==> src/rtl/door_ctrl.sv <==
// -----------------------------------------------------------------------------
// door_ctrl
//
// Door actuator controller placed after the digital lock stage. A falling edge
// on the lock stage output retracts the bolt and starts an automatic relock
// timer. A door-open sensor is supervised while the bolt is retracted, and a
// latched alarm is raised on forced entry or on a door held open too long.
//
// Parameters
//   RELOCK_CYCLES    cycles the bolt stays retracted waiting for the door
//   HOLD_OPEN_CYCLES cycles the door may stay open before the held-open alarm
//   CNT_W            timer width
//
// Ports
//   clk          in   single clock, rising edge
//   rst          in   synchronous active-high reset
//   lock         in   lock stage output, 1->0 is an unlock request
//   door_open    in   door sensor (synchronous), 1 = open
//   alarm_clr    in   level request to clear the alarm
//   bolt         out  1 = bolt extended
//   unlocked     out  1 while the bolt is retracted
//   alarm        out  latched alarm
//   alarm_cause  out  00 none, 01 forced entry, 10 held open
// -----------------------------------------------------------------------------
module door_ctrl #(
  parameter int RELOCK_CYCLES    = 16,
  parameter int HOLD_OPEN_CYCLES = 32,
  parameter int CNT_W            = 8
) (
  input  logic       clk,
  input  logic       rst,
  input  logic       lock,
  input  logic       door_open,
  input  logic       alarm_clr,
  output logic       bolt,
  output logic       unlocked,
  output logic       alarm,
  output logic [1:0] alarm_cause
);

  // Controller states
  localparam logic [1:0] ST_LOCKED   = 2'd0;
  localparam logic [1:0] ST_UNLOCKED = 2'd1;
  localparam logic [1:0] ST_OPEN     = 2'd2;
  localparam logic [1:0] ST_ALARM    = 2'd3;

  // Alarm cause codes
  localparam logic [1:0] CAUSE_NONE   = 2'b00;
  localparam logic [1:0] CAUSE_FORCED = 2'b01;
  localparam logic [1:0] CAUSE_HELD   = 2'b10;

  // Timer reload values. The timer counts down to zero inclusive, so loading
  // N-1 gives a state residency of exactly N cycles.
  localparam logic [CNT_W-1:0] RELOCK_LOAD = CNT_W'(RELOCK_CYCLES - 1);
  localparam logic [CNT_W-1:0] HOLD_LOAD   = CNT_W'(HOLD_OPEN_CYCLES - 1);
  localparam logic [CNT_W-1:0] TIMER_ONE   = CNT_W'(1);
  localparam logic [CNT_W-1:0] TIMER_ZERO  = '0;

  logic [1:0]       state_q, state_d;
  logic [CNT_W-1:0] timer_q, timer_d;
  logic [1:0]       cause_q, cause_d;
  logic             lockPrev_q;

  logic req;
  logic timerZero;

  // An unlock request is a falling edge of lock. A lock held low therefore
  // produces only one request.
  assign req       = lockPrev_q & ~lock;
  assign timerZero = (timer_q == TIMER_ZERO);

  // Next-state logic. Door activity always wins over unlock requests and
  // timer expiry, so a door event on the same cycle as another event decides
  // the outcome. The timer only decrements when it is non-zero, so it never
  // wraps.
  always_comb begin
    state_d = state_q;
    timer_d = timer_q;
    cause_d = cause_q;

    case (state_q)
      ST_LOCKED: begin
        if (door_open) begin
          state_d = ST_ALARM;
          cause_d = CAUSE_FORCED;
        end else if (req) begin
          state_d = ST_UNLOCKED;
          timer_d = RELOCK_LOAD;
        end
      end

      ST_UNLOCKED: begin
        if (door_open) begin
          state_d = ST_OPEN;
          timer_d = HOLD_LOAD;
        end else if (timerZero) begin
          state_d = ST_LOCKED;
        end else begin
          timer_d = timer_q - TIMER_ONE;
        end
      end

      ST_OPEN: begin
        if (!door_open) begin
          state_d = ST_LOCKED;
        end else if (timerZero) begin
          state_d = ST_ALARM;
          cause_d = CAUSE_HELD;
        end else begin
          timer_d = timer_q - TIMER_ONE;
        end
      end

      ST_ALARM: begin
        // Clearing is only honoured once the door is shut again.
        if (alarm_clr && !door_open) begin
          state_d = ST_LOCKED;
          cause_d = CAUSE_NONE;
        end
      end

      default: begin
        state_d = ST_LOCKED;
        cause_d = CAUSE_NONE;
      end
    endcase
  end

  // State registers. The lock history register is updated in every state so
  // an edge seen during ALARM cannot linger into LOCKED.
  always_ff @(posedge clk) begin
    if (rst) begin
      state_q    <= ST_LOCKED;
      timer_q    <= TIMER_ZERO;
      cause_q    <= CAUSE_NONE;
      lockPrev_q <= 1'b1;
    end else begin
      state_q    <= state_d;
      timer_q    <= timer_d;
      cause_q    <= cause_d;
      lockPrev_q <= lock;
    end
  end

  // Moore output decode
  assign bolt        = (state_q == ST_LOCKED) || (state_q == ST_ALARM);
  assign unlocked    = (state_q == ST_UNLOCKED) || (state_q == ST_OPEN);
  assign alarm       = (state_q == ST_ALARM);
  assign alarm_cause = cause_q;

endmodule

==> config.mk <==
export PLATFORM = sky130hd
export DESIGN_NAME = door_ctrl
export DESIGN_NICKNAME = d
export VERILOG_FILES = /design/src/rtl/door_ctrl.sv
export SDC_FILE = /design/constraint.sdc
export NUM_CORES = 1
export LEC_CHECK = 0
export CORE_MARGIN = 1.5
export CORE_UTILIZATION = 45
export DETAILED_ROUTE_END_ITERATION = 8
export PLACE_DENSITY = 0.65
export SLEW_MARGIN = 25
export SYNTH_ARGS = -nofsm -noshare
export SYNTH_HDL_FRONTEND = slang
export SYNTH_SLANG_ARGS = --single-unit
==> constraint.sdc <==
create_clock -name clk -period 3.4 [get_ports clk]
set_input_delay 0.34 -clock clk [delete_from_list [all_inputs] [get_ports clk]]
set_output_delay 0.34 -clock clk [all_outputs]
set_load 0.05 [all_outputs]
==> Yosys cells after proc, flatten, opt, wreduce, memory -nomap -nowiden <==
Index checks and enable logic that the tools add are counted.
{ "op_classes": {"addsub": 1, "n_eq_ne": 12, "mux": 18, "n_bitwise": 2, "n_reduce_logical": 11} }
{ "op_table": {"columns": ["operator", "count"], "rows": [
  ["two-way mux 8 bit", 5],
  ["one-hot mux 8 bit (3 select lines)", 1],
  ["two-way mux 2 bit", 10],
  ["inequality test 2 bit (second input constant)", 5],
  ["inequality test 3 bit (second input constant)", 3],
  ["zero test 8 bit", 1],
  ["one-hot mux 2 bit (4 select lines)", 1],
  ["AND reduction 4 bit", 2],
  ["subtractor 8 x 1 -> 8 bit (second input constant)", 1],
  ["one-hot mux 2 bit (3 select lines)", 1],
  ["nonzero test 3 bit", 2],
  ["AND reduction 5 bit", 1],
  ["== test 2 bit (second input constant)", 2],
  ["== test 2 x 1 -> 1 bit (second input constant)", 1],
  ["zero test 2 bit", 1],
  ["logical OR 1 bit", 2],
  ["inequality test 2 x 1 -> 1 bit (second input constant)", 1],
  ["bitwise AND 1 bit", 1],
  ["logical AND 1 bit", 1],
  ["zero test 1 bit", 1],
  ["inverter 1 bit", 1]
]} }
{ "word_totals": {"register_bits": 13, "input_bits": 5, "output_inout_bits": 5, "word_cells": 48} }

==> Longest topological paths before layout <==
{ "logic_depth": {"ltp_word": 5, "depth_mapped": 7, "depth_no_buf": 6} }

==> Worst setup path after synthesis <==
OpenSTA, ideal clock, no wires.
{ "synth_timing": {"path_kind": "register to register", "startpoint": "reg state_q[0]", "endpoint": "reg timer_q[7]", "setup_time_ns": 0.074, "arrival_time_ns": 1.959, "required_time_ns": 3.326, "slack_ns": 1.367, "stages_incl_launch_ff": 7, "n_path_buf": 0, "period_less_slack_ns": 2.033, "cell_sequence": "dfxtp_1 -> inv_1 -> ha_1 -> nand2b_1 -> a221oi_1 -> a41oi_1 -> a31oi_1"} }
{ "synth_between": {"elab_chain_len": 3, "word_cells_on_any_way": 9, "classes_between": "5 x eq/ne; 1 x mux; 3 x reduce/logical"} }
{ "synth_lines": {"columns": ["element", "line", "text"], "rows": [
  ["from (decl)", "59", "logic [1:0] state_q, state_d;"],
  ["from (signal assigned)", "138", "state_q <= state_d;"],
  ["== test 2 bit (tied with other cells)", "81", "case (state_q)"],
  ["inequality test 2 bit (no line) / nonzero test 3 bit (equally long branches)", null, null],
  ["AND reduction 4 bit (no line)", null, null],
  ["to (signal assigned)", "139", "timer_q <= timer_d;"],
  ["to (decl)", "60", "logic [CNT_W-1:0] timer_q, timer_d;"]
]} }
Several ways; a longest one is shown, not always the timed one.
A chain may end at the register's enable or synchronous reset.

==> Worst setup path in the final report <==
{ "layout_timing": {"startpoint": "reg state_q[1]", "endpoint": "out unlocked"} }
{ "layout_between": {"elab_chain_len": 2, "word_cells_on_any_way": 3, "classes_between": "2 x eq/ne; 1 x reduce/logical"} }
{ "layout_lines": {"columns": ["element", "line", "text"], "rows": [
  ["== test 2 x 1 -> 1 bit / == test 2 bit (equally long branches)", "147", "assign unlocked = (state_q == ST_UNLOCKED) || (state_q == ST_OPEN);"],
  ["logical OR 1 bit (*)", "147", null],
  ["to (decl)", "36", "output logic unlocked,"]
]} }
Every way passes the cells marked *; elsewhere a longest branch is shown, timed or not.

==> results.txt <==
In the synthesized netlist, the number of instances is 109. The most numerous cell in the Yosys netlist is sky130_fd_sc_hd__dfxtp_1. The placeable core area is 0.001922 sq mm.

Post-CTS timing repair inserted 0 buffers for setup. Across the run, the number of max-cap violations was 0. The count of input and output buffers came out at 9. The data arrival time of the critical path came out at 2.07 ns. The total area of multi-input combinational cells is 595.6 sq um.

The share of layout cells above drive strength 1 is 0.1000. The number of buffers added by the clock tree synthesis step came out at 3. The global-route congestion overflow total is 0. The post-route clock skew came out at 0.003962 ns.

STA classifies the critical path startpoint as a register. The row count came out at 16. The sequential fraction of the synthesis area came out at 0.2889.

The sum of negative setup slack came out at 0 ns. Of the available clock period, the critical path in the final layout requires 0.7097. The number of DRC markers after the initial detailed-route iteration came out at 11. The detailed-route wire length per cell is 14.27 um.

The total clock sinks is 13. Setup repair after global routing left no endpoint under its margin. The initial standard-cell utilization of the core came out at 0.4688.

The worst register-to-register path ends at alarm_cause[1]$_SDFFE_PP0P_. The global-route wire length before repair came out at 3305 um. The relative slew slack came out at 0.5536. The largest total area in the synthesized netlist belongs to sky130_fd_sc_hd__dfxtp_1.

The sequential cell area in the final layout is 260.3 sq um. Once routing completed, OpenROAD measured the worst setup slack at 0.9872 ns. The worst voltage drop across the vdd grid is 0.0004549 V. The remaining number of nets flagged by the antenna check after routing came out at 0. The buffer depth of the longest clock path came out at 2. For the worst flop-to-flop path, the logic depth is 6. Among all flip-flop cells after synthesis, the most frequent one is sky130_fd_sc_hd__dfxtp_1. The overall power after layout is 0.001045 W. The total number of nets in the final design is 132. The post-cts resize count is 0.

The clock latency on the worst-skew pair is 0.28 ns. The worst register-to-register path begins at state_q[0]$_SDFFE_PP0P_. The total of warnings raised by yosys is 0.

The vertical die dimension came out at 47.74 um. Counting the fill cells in the layout gives 209. The final max-slew violation count came out at 0. The critical path ends at unlocked. The post-synthesis area per instance came out at 8.265 sq um.

The initial antenna violation count came out at 0. The count of cell types in the netlist came out at 35. The number of nets handed over by synthesis was 120. For this run, the top clock speed supported by timing is 414.4 MHz. The final number of hold-violating endpoints was 0. The number of hold-repair buffers added at the cts stage came out at 0. Across every metal layer, demand over resource in global routing totals 0.2037. The count of final setup violators is 0.

TritonCTS built the clock tree. The count of flip-flops with a built-in enable after synthesis came out at 0. The async set-reset flop share out of synthesis is 0. Ranked by instance count, the synthesized netlist is headed by sky130_fd_sc_hd__dfxtp_1 (13), sky130_fd_sc_hd__inv_1 (10), sky130_fd_sc_hd__o21ai_0 (10). The root buffer cell chosen for the clock tree is sky130_fd_sc_hd__clkbuf_4.

Entering global routing, the biggest net connects 13 pins. The final period demand of the worst path came out at 2.413 ns. The slack of the worst reg-to-reg path is 1.36 ns. The start point of the critical path is state_q[1]$_SDFFE_PP0P_.

The floorplan die width came out at 47.74 um. STA classifies the critical path endpoint as a primary output. The worst path required time came out at 3.06 ns.

The post-detailed-placement half-perimeter wirelength came out at 1555 um. The number of global-route vias before repair came to 759. The die footprint came out at 0.002279 sq mm.

The run finished with clean final reports. The routed design has 2098 um of wire. The clock-pin slew reported for the worst setup and hold paths after clock tree synthesis is 0.09 ns. The number of DRC violations after detailed routing came out at 0. CTS built an H-tree with a depth of 1. The power density over cell area came out at 1002 mW/mm^2. The maximum fanout along the worst path is 7. The area growth from synthesis to layout is 15.83%. The repair_antennas step left the layout with diodes totalling 0. The worst hold path class is reg -> reg. The critical path is of the reg -> out type.

Routability-driven placement finished with a final weighted congestion of 0.8140. For this design the top-level I/O count stands at 10. The total leakage power came out at 0.3864 nW. The slew of the pin with the lowest slew margin is 0.6695 ns.

The total number of vias came out at 865. Using the TritonRoute via totals, the vias-per-cell ratio works out to 5.884. Of the post-synthesis cell area, the dominant cell type holds 0.2889. Ranked by total cell area, the synthesized netlist is headed by sky130_fd_sc_hd__dfxtp_1 (29%), sky130_fd_sc_hd__ha_1 (8.3%), sky130_fd_sc_hd__o21ai_0 (5.6%). The cell area after technology mapping came out at 900.9 sq um. The total iterations of the first detailed-routing run came out at 4. The synthesized design contains 13 register bits.

The post-placement setup slack is 1.096 ns.
==> report_power, final <==
group          internal, W  switching, W
registers         0.000198     0.0000573
logic             0.000261      0.000430
clock network    0.0000455     0.0000532
total             0.000504      0.000541
==> metrics by stage <==
| step | instance area (sq um) | utilization | hold WS (ns) | instances |
|---|---|---|---|---|
| after floorplan | 900.9 | - | 0.4466 | 109 |
| after global placement | 1017 | 0.5293 | 0.4592 | 143 |
| after detailed placement | 1017 | 0.5293 | 0.4620 | 143 |
| after CTS | 1044 | 0.5430 | 0.5067 | 147 |
| after global routing | 1044 | 0.5430 | 0.5464 | 147 |
| final | 1044 | 0.5430 | 0.4996 | 147 |
==> per-layer routing <==
| metal | GRT usage | vias up | part of all wire |
|---|---|---|---|
| met5 | 0 | - | 0 |
| met2 | 0.3280 | 12 | 0.49 |
| met3 | 0.03396 | 2 | 0.025 |
| met1 | 0.2825 | 410 | 0.48 |
| li1 | - | 441 | - |
| met4 | 0.04865 | 0 | 0.0081 |
==> placed cells by master, fill, tap and decap left out, drive strengths merged <==
cell	synthesis	final
or4b	1	1
a31oi	4	4
nand2b	5	5
a41oi	1	1
ha	6	6
o21bai	1	1
a221o	1	1
clkdlybuf4s50	0	9
a32o	1	1
o311a	1	1
a2111oi	1	1
nand4	2	2
a221oi	5	5
o211ai	2	2
inv	10	10
nor2	8	8
nor3	3	3
nand3b	1	1
o21ai	11	11
clkbuf	2	4
o2111ai	1	1
or2	3	3
nand2	5	5
or4	3	3
or3	2	2
nor4b	1	1
dfxtp	13	13
a211oi	3	3
a22oi	1	1
nand3	2	2
or3b	2	2
a21oi	7	7
==> sequential cells by signal, summed over array words and instances, names as in the netlist <==
register / count
state_q: 2
lockPrev_q: 1
timer_q: 8
alarm_cause: 2
==> critical path: stages, from the launching register on <==
cell                              delay (ns)
sky130_fd_sc_hd__dfxtp_1                0.41
sky130_fd_sc_hd__inv_1                  0.09
sky130_fd_sc_hd__ha_1                   0.44
sky130_fd_sc_hd__clkdlybuf4s50_1        0.86
==> how the worst min path moves through the flow <==
stage                                 from  slack, ns                     endpoint  depth (start not counted)
2_1_floorplan                         lock       0.45        lockPrev_q$_SDFF_PP1_                          1
4_1_cts        alarm_cause[1]$_SDFFE_PP0P_       0.51  alarm_cause[1]$_SDFFE_PP0P_                          2
3_5_place_dp   alarm_cause[1]$_SDFFE_PP0P_       0.46  alarm_cause[1]$_SDFFE_PP0P_                          2
5_1_grt            timer_q[7]$_SDFFE_PP0P_       0.55      timer_q[7]$_SDFFE_PP0P_                          1
6_report       alarm_cause[0]$_SDFFE_PP0P_       0.50  alarm_cause[0]$_SDFFE_PP0P_                          2
3_3_place_gp   alarm_cause[1]$_SDFFE_PP0P_       0.46  alarm_cause[1]$_SDFFE_PP0P_                          2
==> cell type report <==
cell class / count / area share
multi-input cells: 84 / 0.5707
repair buffers: 9 / 0.08633
well taps: 27 / 0.03237
clock buffers: 4 / 0.02518
flip-flops and latches: 13 / 0.2494
inverters: 10 / 0.03597
==> kinds of logic after synthesis <==
group	after synthesis	share of synthesized area
adder cells (fa/ha/maj)	6	0.08333
buffers and inverters	12	0.05001
AO/OA/AOI/OAI	40	0.3097
flip-flops	13	0.2889
AND/OR/NAND/NOR	38	0.2681
No activity file was read; power rests on OpenSTA's default activity.
